$ cat src/rtl/adder_stream_arbiter.sv
// Packet-level round-robin arbiter feeding one adder datapath from two AXI4-Stream sources.
// The winner's constant is registered during a one-cycle SETUP so the adder latches it before beat 1.
module adder_stream_arbiter #(
    parameter int C_AXIS_TDATA_WIDTH = 512,
    parameter int C_ADDER_BIT_WIDTH  = 32,
    parameter int C_CNT_WIDTH        = 32
) (
    input  logic                              aclk,
    input  logic                              areset,
    input  logic                              enable,
    input  logic [C_ADDER_BIT_WIDTH-1:0]      ctrl_constant0,
    input  logic [C_ADDER_BIT_WIDTH-1:0]      ctrl_constant1,
    input  logic                              s0_axis_tvalid,
    output logic                              s0_axis_tready,
    input  logic [C_AXIS_TDATA_WIDTH-1:0]     s0_axis_tdata,
    input  logic [C_AXIS_TDATA_WIDTH/8-1:0]   s0_axis_tkeep,
    input  logic                              s0_axis_tlast,
    input  logic                              s1_axis_tvalid,
    output logic                              s1_axis_tready,
    input  logic [C_AXIS_TDATA_WIDTH-1:0]     s1_axis_tdata,
    input  logic [C_AXIS_TDATA_WIDTH/8-1:0]   s1_axis_tkeep,
    input  logic                              s1_axis_tlast,
    output logic                              m_axis_tvalid,
    input  logic                              m_axis_tready,
    output logic [C_AXIS_TDATA_WIDTH-1:0]     m_axis_tdata,
    output logic [C_AXIS_TDATA_WIDTH/8-1:0]   m_axis_tkeep,
    output logic                              m_axis_tlast,
    output logic                              m_axis_tid,
    output logic [C_ADDER_BIT_WIDTH-1:0]      adder_constant,
    output logic                              busy,
    output logic [C_CNT_WIDTH-1:0]            pkt_cnt0,
    output logic [C_CNT_WIDTH-1:0]            pkt_cnt1
);

    typedef enum logic [1:0] {
        ST_IDLE  = 2'd0,
        ST_SETUP = 2'd1,
        ST_XFER  = 2'd2
    } state_t;

    state_t                          state_reg, state_next;
    logic                            grant_reg, grant_next;
    logic                            last_served_reg, last_served_next;
    logic [C_ADDER_BIT_WIDTH-1:0]    adder_constant_reg, adder_constant_next;
    logic [C_CNT_WIDTH-1:0]          pkt_cnt0_reg, pkt_cnt0_next;
    logic [C_CNT_WIDTH-1:0]          pkt_cnt1_reg, pkt_cnt1_next;

    logic [1:0]                      src_tvalid;
    logic [1:0]                      src_tready;
    logic                            xfer_hs;

    assign src_tvalid = {s1_axis_tvalid, s0_axis_tvalid};

    // Only the granted source sees the downstream ready, and only while transferring.
    generate
        for (genvar gi = 0; gi < 2; gi++) begin : g_tready
            assign src_tready[gi] = (state_reg == ST_XFER) && (grant_reg == 1'(gi)) && m_axis_tready;
        end
    endgenerate

    assign s0_axis_tready = src_tready[0];
    assign s1_axis_tready = src_tready[1];

    assign m_axis_tvalid  = (state_reg == ST_XFER) && (grant_reg ? s1_axis_tvalid : s0_axis_tvalid);
    assign m_axis_tdata   = grant_reg ? s1_axis_tdata : s0_axis_tdata;
    assign m_axis_tkeep   = grant_reg ? s1_axis_tkeep : s0_axis_tkeep;
    assign m_axis_tlast   = grant_reg ? s1_axis_tlast : s0_axis_tlast;
    assign m_axis_tid     = grant_reg;
    assign xfer_hs        = m_axis_tvalid && m_axis_tready;

    assign adder_constant = adder_constant_reg;
    assign busy           = (state_reg != ST_IDLE);
    assign pkt_cnt0       = pkt_cnt0_reg;
    assign pkt_cnt1       = pkt_cnt1_reg;

    always_comb begin
        state_next          = state_reg;
        grant_next          = grant_reg;
        last_served_next    = last_served_reg;
        adder_constant_next = adder_constant_reg;
        pkt_cnt0_next       = pkt_cnt0_reg;
        pkt_cnt1_next       = pkt_cnt1_reg;
        case (state_reg)
            ST_IDLE: begin
                if (enable && (src_tvalid != 2'b00)) begin
                    // With both pending, the source that was not served last wins.
                    if (src_tvalid == 2'b11) begin
                        grant_next = ~last_served_reg;
                    end else begin
                        grant_next = src_tvalid[1];
                    end
                    adder_constant_next = grant_next ? ctrl_constant1 : ctrl_constant0;
                    state_next          = ST_SETUP;
                end
            end
            ST_SETUP: begin
                state_next = ST_XFER;
            end
            ST_XFER: begin
                if (xfer_hs && m_axis_tlast) begin
                    if (grant_reg) begin
                        pkt_cnt1_next = pkt_cnt1_reg + C_CNT_WIDTH'(1);
                    end else begin
                        pkt_cnt0_next = pkt_cnt0_reg + C_CNT_WIDTH'(1);
                    end
                    last_served_next = grant_reg;
                    state_next       = ST_IDLE;
                end
            end
            default: begin
                state_next = ST_IDLE;
            end
        endcase
    end

    always_ff @(posedge aclk or posedge areset) begin
        if (areset) begin
            state_reg          <= ST_IDLE;
            grant_reg          <= 1'b0;
            last_served_reg    <= 1'b1;
            adder_constant_reg <= '0;
            pkt_cnt0_reg       <= '0;
            pkt_cnt1_reg       <= '0;
        end else begin
            state_reg          <= state_next;
            grant_reg          <= grant_next;
            last_served_reg    <= last_served_next;
            adder_constant_reg <= adder_constant_next;
            pkt_cnt0_reg       <= pkt_cnt0_next;
            pkt_cnt1_reg       <= pkt_cnt1_next;
        end
    end

endmodule

$ cat config.mk
export PLATFORM = sky130hd
export DESIGN_NAME = adder_stream_arbiter
export DESIGN_NICKNAME = d
export VERILOG_FILES = /design/src/rtl/adder_stream_arbiter.sv
export SDC_FILE = /design/constraint.sdc
export NUM_CORES = 1
export LEC_CHECK = 0
export ABC_CLOCK_PERIOD_IN_PS = 4190
export BUFFER_PORTS_ARGS = -buffer_cell sky130_fd_sc_hd__clkbuf_2
export CAP_MARGIN = 20
export CORE_AREA = 2 2 731 733
export CTS_BUF_LIST = sky130_fd_sc_hd__clkbuf_8
export CTS_CLUSTER_DIAMETER = 40
export CTS_CLUSTER_SIZE = 30
export DETAILED_ROUTE_END_ITERATION = 7
export DIE_AREA = 0 0 733 735
export HOLD_SLACK_MARGIN = 0.1
export PLACE_DENSITY_LB_ADDON = 0.12
export SLEW_MARGIN = 20
export SYNTH_ARGS = -nofsm -noshare
export SYNTH_HDL_FRONTEND = slang
export SYNTH_SLANG_ARGS = --single-unit
$ cat constraint.sdc
create_clock -name aclk -period 4.19 [get_ports aclk]
set_clock_uncertainty 0.2 [all_clocks]
set_input_delay 0.419 -clock aclk [delete_from_list [all_inputs] [get_ports aclk]]
set_output_delay 0.419 -clock aclk [all_outputs]
set_load 0.05 [all_outputs]
==> results.toml, run 1 <==
[grt]
use_met3_pct = 10.0
grt_pass1_vias = 19700
track_usage_pct = 15.5
grt_overflow = 0
use_met1_pct = 19.6
met2_usage_pct = 22.5
grt_pass1_wl_mm = 478
busiest_layer = "met2"
antenna_found_initial = 560
grt_max_degree = 84

[sta]
hold_viol_final = 0
finalMaxSlewViolations = 0
clock.fmax_ghz = 0.267
rsz0062_at_grt = "no"
worst_slack_ns = 0.441
final_min_period_over_clock_period_pct = 89.5
tightest_slew_ns = 1.02
setup_tns_ns = 0
fin_hold_ws_ns = 0.205
fin_crit_ns = 3.75
setup_viol = 0
relSlewSlack_pct = 32.3

[die]
die_h_um = 735
start_util_pct = 2.15
num_rows = 268
io_pins = 1902
core_mm2 = 0.531
die_w_um = 733
die-area_mm2 = 0.539

[final_layout]
area_delta_synth_final_pct = 175
finalNetCount = 4222
drive_gt1_share_pct = 84.7

[setup_path]
worst-r2r-cell-count = 4
crit-reg2reg-launch = "m_axis_tid"
r2r_end = "pkt_cnt0[29]"
path_max_fanout = 44
worstPathArrival_ns = 3.13
endpoint_kind = "output port"
critPathLaunchType = "register"
cp.required_ns = 3.57
crit_type = "reg2out"
ff2ff_setup_slack_ns = 1.23

[power_and_ir_drop]
ir_drop_uv = 302
power-per-cell-area_mw_per_mm2 = 610
leakage_nw = 12.9

[logic_synthesis]
synth_common_cells = "mux2_2, dfrtp_1, clkbuf_1"
synthTopCellsByArea = "mux2_2, dfrtp_1, xnor2_1"
synthArstFlopShare_pct = 100
synth_top_area_share_pct = 57.2
syn_inst = 1069
syn_nets = 2295
synth-seq-area-share_pct = 22.0
syn_area_per_cell_um2 = 10.7
synth_edf_count = 0
ys.flop_type = "dfrtp_1"
yosysTopAreaCell = "mux2_2"
yosysUniqueCellTypes = 39
yosys_register_bits = 100
yosysWarnings = 0
synth_area_mm2 = 0.0114
synth.most_common_cell = "mux2_2"

[clocking]
clk_latency_ns = 0.52
cts_htree_levels = 3
cts_max_path_buffers = 2
cts_buffers = 9
cts-root-buf = "clkbuf_8"
path_clk_slew_ns = 0.14
cts_tree = "built"
cts.sinks = 100

[route]
drt_iter0_drc = 1204
routed_wl_mm = 433
firstDrtPassIters = 5
vias = 20300
wl_per_cell_um = 42.0
vias_per_cell = 1.97
ant_nets = 0
drc = 0

[worst_hold_path]
hp-start = "s1_axis_tvalid"
hold_path_class = "in2reg"
whs_endpoint = "last_served_reg"
worstHoldPathCells = 3

[placement]
place.gp.congestion = 1.04
portBuffers = 1901
place_ws_ns = 0.983
hpwlAfterDp_mm = 418

[status]
outcome = "finished clean"

[flow_run]
max_cap_viol_count = 0
[placed cells by master, fill, tap and decap left out, types with 2 or more instances in the layout]
master         synthesis  routed
xor2_1                23      23
dlygate4sd3_1          0      63
and2_1                 9       9
buf_12                 0      10
nand2_1               52      52
nor2_1                13      13
ha_1                   2       2
mux2_2               579     579
clkbuf_8               0       9
and4_1                11      11
diode_2                0     298
and3_1                 9       9
clkbuf_2               0    1899
dfrtp_1               99      98
nor3_1                 7       7
inv_1                  7       6
buf_4                  1      27
o21ai_0               33      33
clkinv_8               0       2
nand2b_1               2       2
nor4_2                 1       3
clkinv_4               0       2
nand4_1               21      21
nor4_1                 5       3
xnor2_1               39      39
nand3_1               25      25
inv_8                  0       2
mux2i_1               33      33
[routing by layer]
| layer | wire, um | share of wire (%) |
|---|---|---|
| met5 | 1180 | 0.27 |
| met4 | 6260 | 1.4 |
| met3 | 56800 | 13 |
| met2 | 175000 | 40 |
| met1 | 194000 | 45 |
[through the flow]
stage	total power, mW	std cells	cell area [um^2]	util, %
6_report	19.2	10300	31400	5.91
3_5_place_dp	18.7	9942	29800	5.61
3_3_place_gp	18.7	9942	29800	5.61
4_1_cts	19.7	10000	30600	5.77
2_1_floorplan	11.5	1069	11400	-
5_1_grt	19.9	10100	30700	5.78
[kinds of logic after synthesis]
kind of cell	synth area share [%]
adders and majority gates	0.220
AOI/OAI and AO/OA	1.70
xor gates and xnor gates	4.77
DFF	22.0
and+or+nand+nor	8.08
buffers and inverters	3.13
muxes	60.1
[worst max path at each step]
stage,from,to,cells after the start
3_3_place_gp,m_axis_tid,m_axis_tdata[186],4
3_5_place_dp,m_axis_tid,m_axis_tdata[186],4
5_1_grt,m_axis_tid,m_axis_tdata[186],4
2_1_floorplan,areset,adder_constant[0],1
4_1_cts,m_axis_tid,m_axis_tdata[186],4
6_report,m_axis_tid,m_axis_tdata[186],4
[final cells by class]
class,count,area (um^2)
Antenna cell,298,746
Clock buffer,9,124
Clock inverter,7,103
Fill cell,63200,500000
Inverter,7,28.8
Multi-Input combinational cell,879,8560
Sequential cell,100,2510
Tap cell,7020,8780
Timing Repair Buffer,1999,10500
[repair_timing]
item	4_1_cts	5_1_grt
hold buffers	63	0
hold endpoints to repair	86	0
buffers inserted	0	0
gates resized for setup	0	0
[report_power, final]
group	internal, mW	switching, mW	leakage [nW]	total, mW
Sequential	1.15	0.195	1.33	1.35
Combinational	3.97	12.9	11.5	16.9
Clock	0.297	0.588	0.115	0.885
[critical path, cell delays in order, from the launching register on]
cell and delay [ns]:
dfrtp_4 0.78, buf_12 0.32, buf_12 0.34, mux2_2 0.49, clkbuf_2 0.35
Power figures use the tool's default switching activity.
==> run 2, diff against run 1 <==
--- a/config.mk
+++ b/config.mk
@@ -5,17 +5,19 @@
 export SDC_FILE = /design/constraint.sdc
 export NUM_CORES = 1
 export LEC_CHECK = 0
+export ABC_AREA = 1
 export ABC_CLOCK_PERIOD_IN_PS = 4190
 export BUFFER_PORTS_ARGS = -buffer_cell sky130_fd_sc_hd__clkbuf_2
 export CAP_MARGIN = 20
-export CORE_AREA = 2 2 731 733
+export CORE_AREA = 2 2 751 753
 export CTS_BUF_LIST = sky130_fd_sc_hd__clkbuf_8
 export CTS_CLUSTER_DIAMETER = 40
 export CTS_CLUSTER_SIZE = 30
 export DETAILED_ROUTE_END_ITERATION = 7
-export DIE_AREA = 0 0 733 735
+export DIE_AREA = 0 0 753 755
 export HOLD_SLACK_MARGIN = 0.1
 export PLACE_DENSITY_LB_ADDON = 0.12
+export REMOVE_ABC_BUFFERS = 1
 export SLEW_MARGIN = 20
 export SYNTH_ARGS = -nofsm -noshare
 export SYNTH_HDL_FRONTEND = slang
==> run 2 against run 1 <==
Count of clock-buffer cells in the layout unchanged. Worst setup slack got worse by 0.056 ns. Die area increased by 5.5%. Highest routed layer unchanged. Cell count increased by 18%. Critical endpoint is now m_axis_tdata[17]. Largest power group unchanged. Utilization decreased by 0.063 points.
==> results.toml, run 2 <==
[sta]
finalMaxSlewViolations = 0
setup_viol = 0
rsz0062_at_grt = "no"
hold_viol_final = 0
relSlewSlack_pct = 41.4
tightest_slew_ns = 0.877
setup_tns_ns = 0
fin_hold_ws_ns = 0.239
fin_crit_ns = 3.81
worst_slack_ns = 0.385
final_min_period_over_clock_period_pct = 90.8
clock.fmax_ghz = 0.263

[placement]
portBuffers = 1901
hpwlAfterDp_mm = 449
place.gp.congestion = 1.03
place_ws_ns = 0.991

[final_layout]
finish.utilization_pct = 5.85
drive_gt1_share_pct = 43.8
finalNetCount = 5742
area_delta_synth_final_pct = 163
multi_input_area_mm2 = 0.00909
layout_commonest_cell = "nand2_1"
layout_common_cells = "nand2_1, clkbuf_2, nor2_1, dfrtp_1, o21ai_0"
fill_cells = 67500
register_area_mm2 = 0.00251

[setup_path]
worst-r2r-cell-count = 7
endpoint_kind = "output port"
cp.required_ns = 3.57
worstPathArrival_ns = 3.19
crit_type = "reg2out"
path_max_fanout = 98
critPathLaunchType = "register"

[die]
core_mm2 = 0.560
num_rows = 275
die-area_mm2 = 0.569
io_pins = 1902
die_h_um = 755
start_util_pct = 2.22
die_w_um = 753

[power_and_ir_drop]
total_power_mw = 26.0
power-per-cell-area_mw_per_mm2 = 795
ir_drop_uv = 350
leakage_nw = 16.3

[flow_run]
max_cap_viol_count = 0

[clocking]
cts-resized-gates = 0
cts_buffers = 9
cts_tree = "built"
cts_htree_levels = 3
cts_max_path_buffers = 2
clk_latency_ns = 0.53
cts.sinks = 100
cts-root-buf = "clkbuf_8"
path_clk_slew_ns = 0.18

[logic_synthesis]
synth_common_cells = "nand2_1, clkbuf_1, nor2_1"
synthTopCellsByArea = "nand2_1, dfrtp_1, clkbuf_1"
synth_edf_count = 0
yosys_register_bits = 100
synth.most_common_cell = "nand2_1"
ys.flop_type = "dfrtp_1"
syn_area_per_cell_um2 = 4.71
yosysUniqueCellTypes = 27
yosysTopAreaCell = "nand2_1"
synth_area_mm2 = 0.0124
synth-seq-area-share_pct = 20.1
yosysWarnings = 0
synth_top_area_share_pct = 60.2
syn_inst = 2637
synthArstFlopShare_pct = 100

[grt]
grt_pass1_vias = 29800
track_usage_pct = 16.0
antenna_found_initial = 552
grt_pass1_wl_mm = 544
grt_overflow = 0
grt_max_degree = 99

[route]
vias = 28600
drt_iter0_drc = 1673
firstDrtPassIters = 5
wl_per_cell_um = 38.9
routed_wl_mm = 472
drc = 0
vias_per_cell = 2.35
ant_nets = 0

[worst_hold_path]
hold_path_class = "in2reg"
worstHoldPathCells = 4

[status]
outcome = "finished clean"
[run 2: changes by cell type after synthesis, sizes merged, moves of 11 or more]
cell    delta
xor2      -15
inv       +61
mux2     -579
nand4     -17
and4      -11
nand2   +1944
o21ai     +61
clkbuf    +58
nand3b    +13
nor2     +122
nand3     +16
mux2i     -33
xnor2     -32
[run 2: worst paths after layout]
| check | from | to | slack [ns] |
|---|---|---|---|
| max in group asynchronous | areset | pkt_cnt1[4] | 2.52 |
| worst max register to register | last_served_reg | adder_constant[1] | 1.34 |
| worst min register to register | last_served_reg | last_served_reg | 0.28 |
| worst max-delay path | m_axis_tid | m_axis_tdata[17] | 0.38 |
| min in group asynchronous | areset | m_axis_tid | 0.36 |
| worst min-delay path | m_axis_tready | state_reg[1] | 0.24 |
[run 2: critical path, cell delays in order, from the launching register on]
cell and delay (ns):
dfrtp_4 0.59, buf_4 0.29, buf_12 0.39, nand2_1 0.54
nand2_1 0.29, clkbuf_2 0.32
[run 2: layer usage]
| layer | track usage [%] | share of wire (%) | wire length [um] |
|---|---|---|---|
| met2 | 28.7 | 49 | 232000 |
| met3 | 6.20 | 9.3 | 44000 |
| met1 | 17.3 | 37 | 175000 |
| met4 | 4.65 | 4.3 | 20200 |
| met5 | 0 | 0.22 | 1060 |
[run 2: cell type report]
class	instances	share of cell area [%]
antenna	145	1.11
inverter	68	0.810
clock buffer	9	0.378
sequential	100	7.66
timing repair buffer	2018	33.4
clock inverter	7	0.252
tap	7479	28.6
multi-input combinational	2319	27.8
[run 2: cell families after synthesis]
family / Yosys count / synth area share [%]
buf+inv: 218 / 6.76
flops: 100 / 20.1
compound gates: 97 / 3.97
fa+ha+maj: 2 / 0.201
simple gates: 2205 / 67.9
xor+xnor: 15 / 1.06
[run 2: power breakdown]
part | switching, mW | total, mW | internal (mW)
Combinational | 20.0 | 23.7 | 3.78
Clock | 0.564 | 0.850 | 0.286
Sequential | 0.238 | 1.41 | 1.18
Total | 20.8 | 26.0 | 5.24
[run 2: timing repair]
item | CTS | global route
endpoints found under the hold margin | 69 | 0
hold buffers | 65 | 0
buffers inserted | 0 | 0
[run 2: metrics by stage]
stage               area (um^2)  instances
global placement          31500      11900
detailed placement        31500      11900
global route              32600      12100
floorplan                 11800       2487
finish                    32700      12100
CTS                       32400      12000
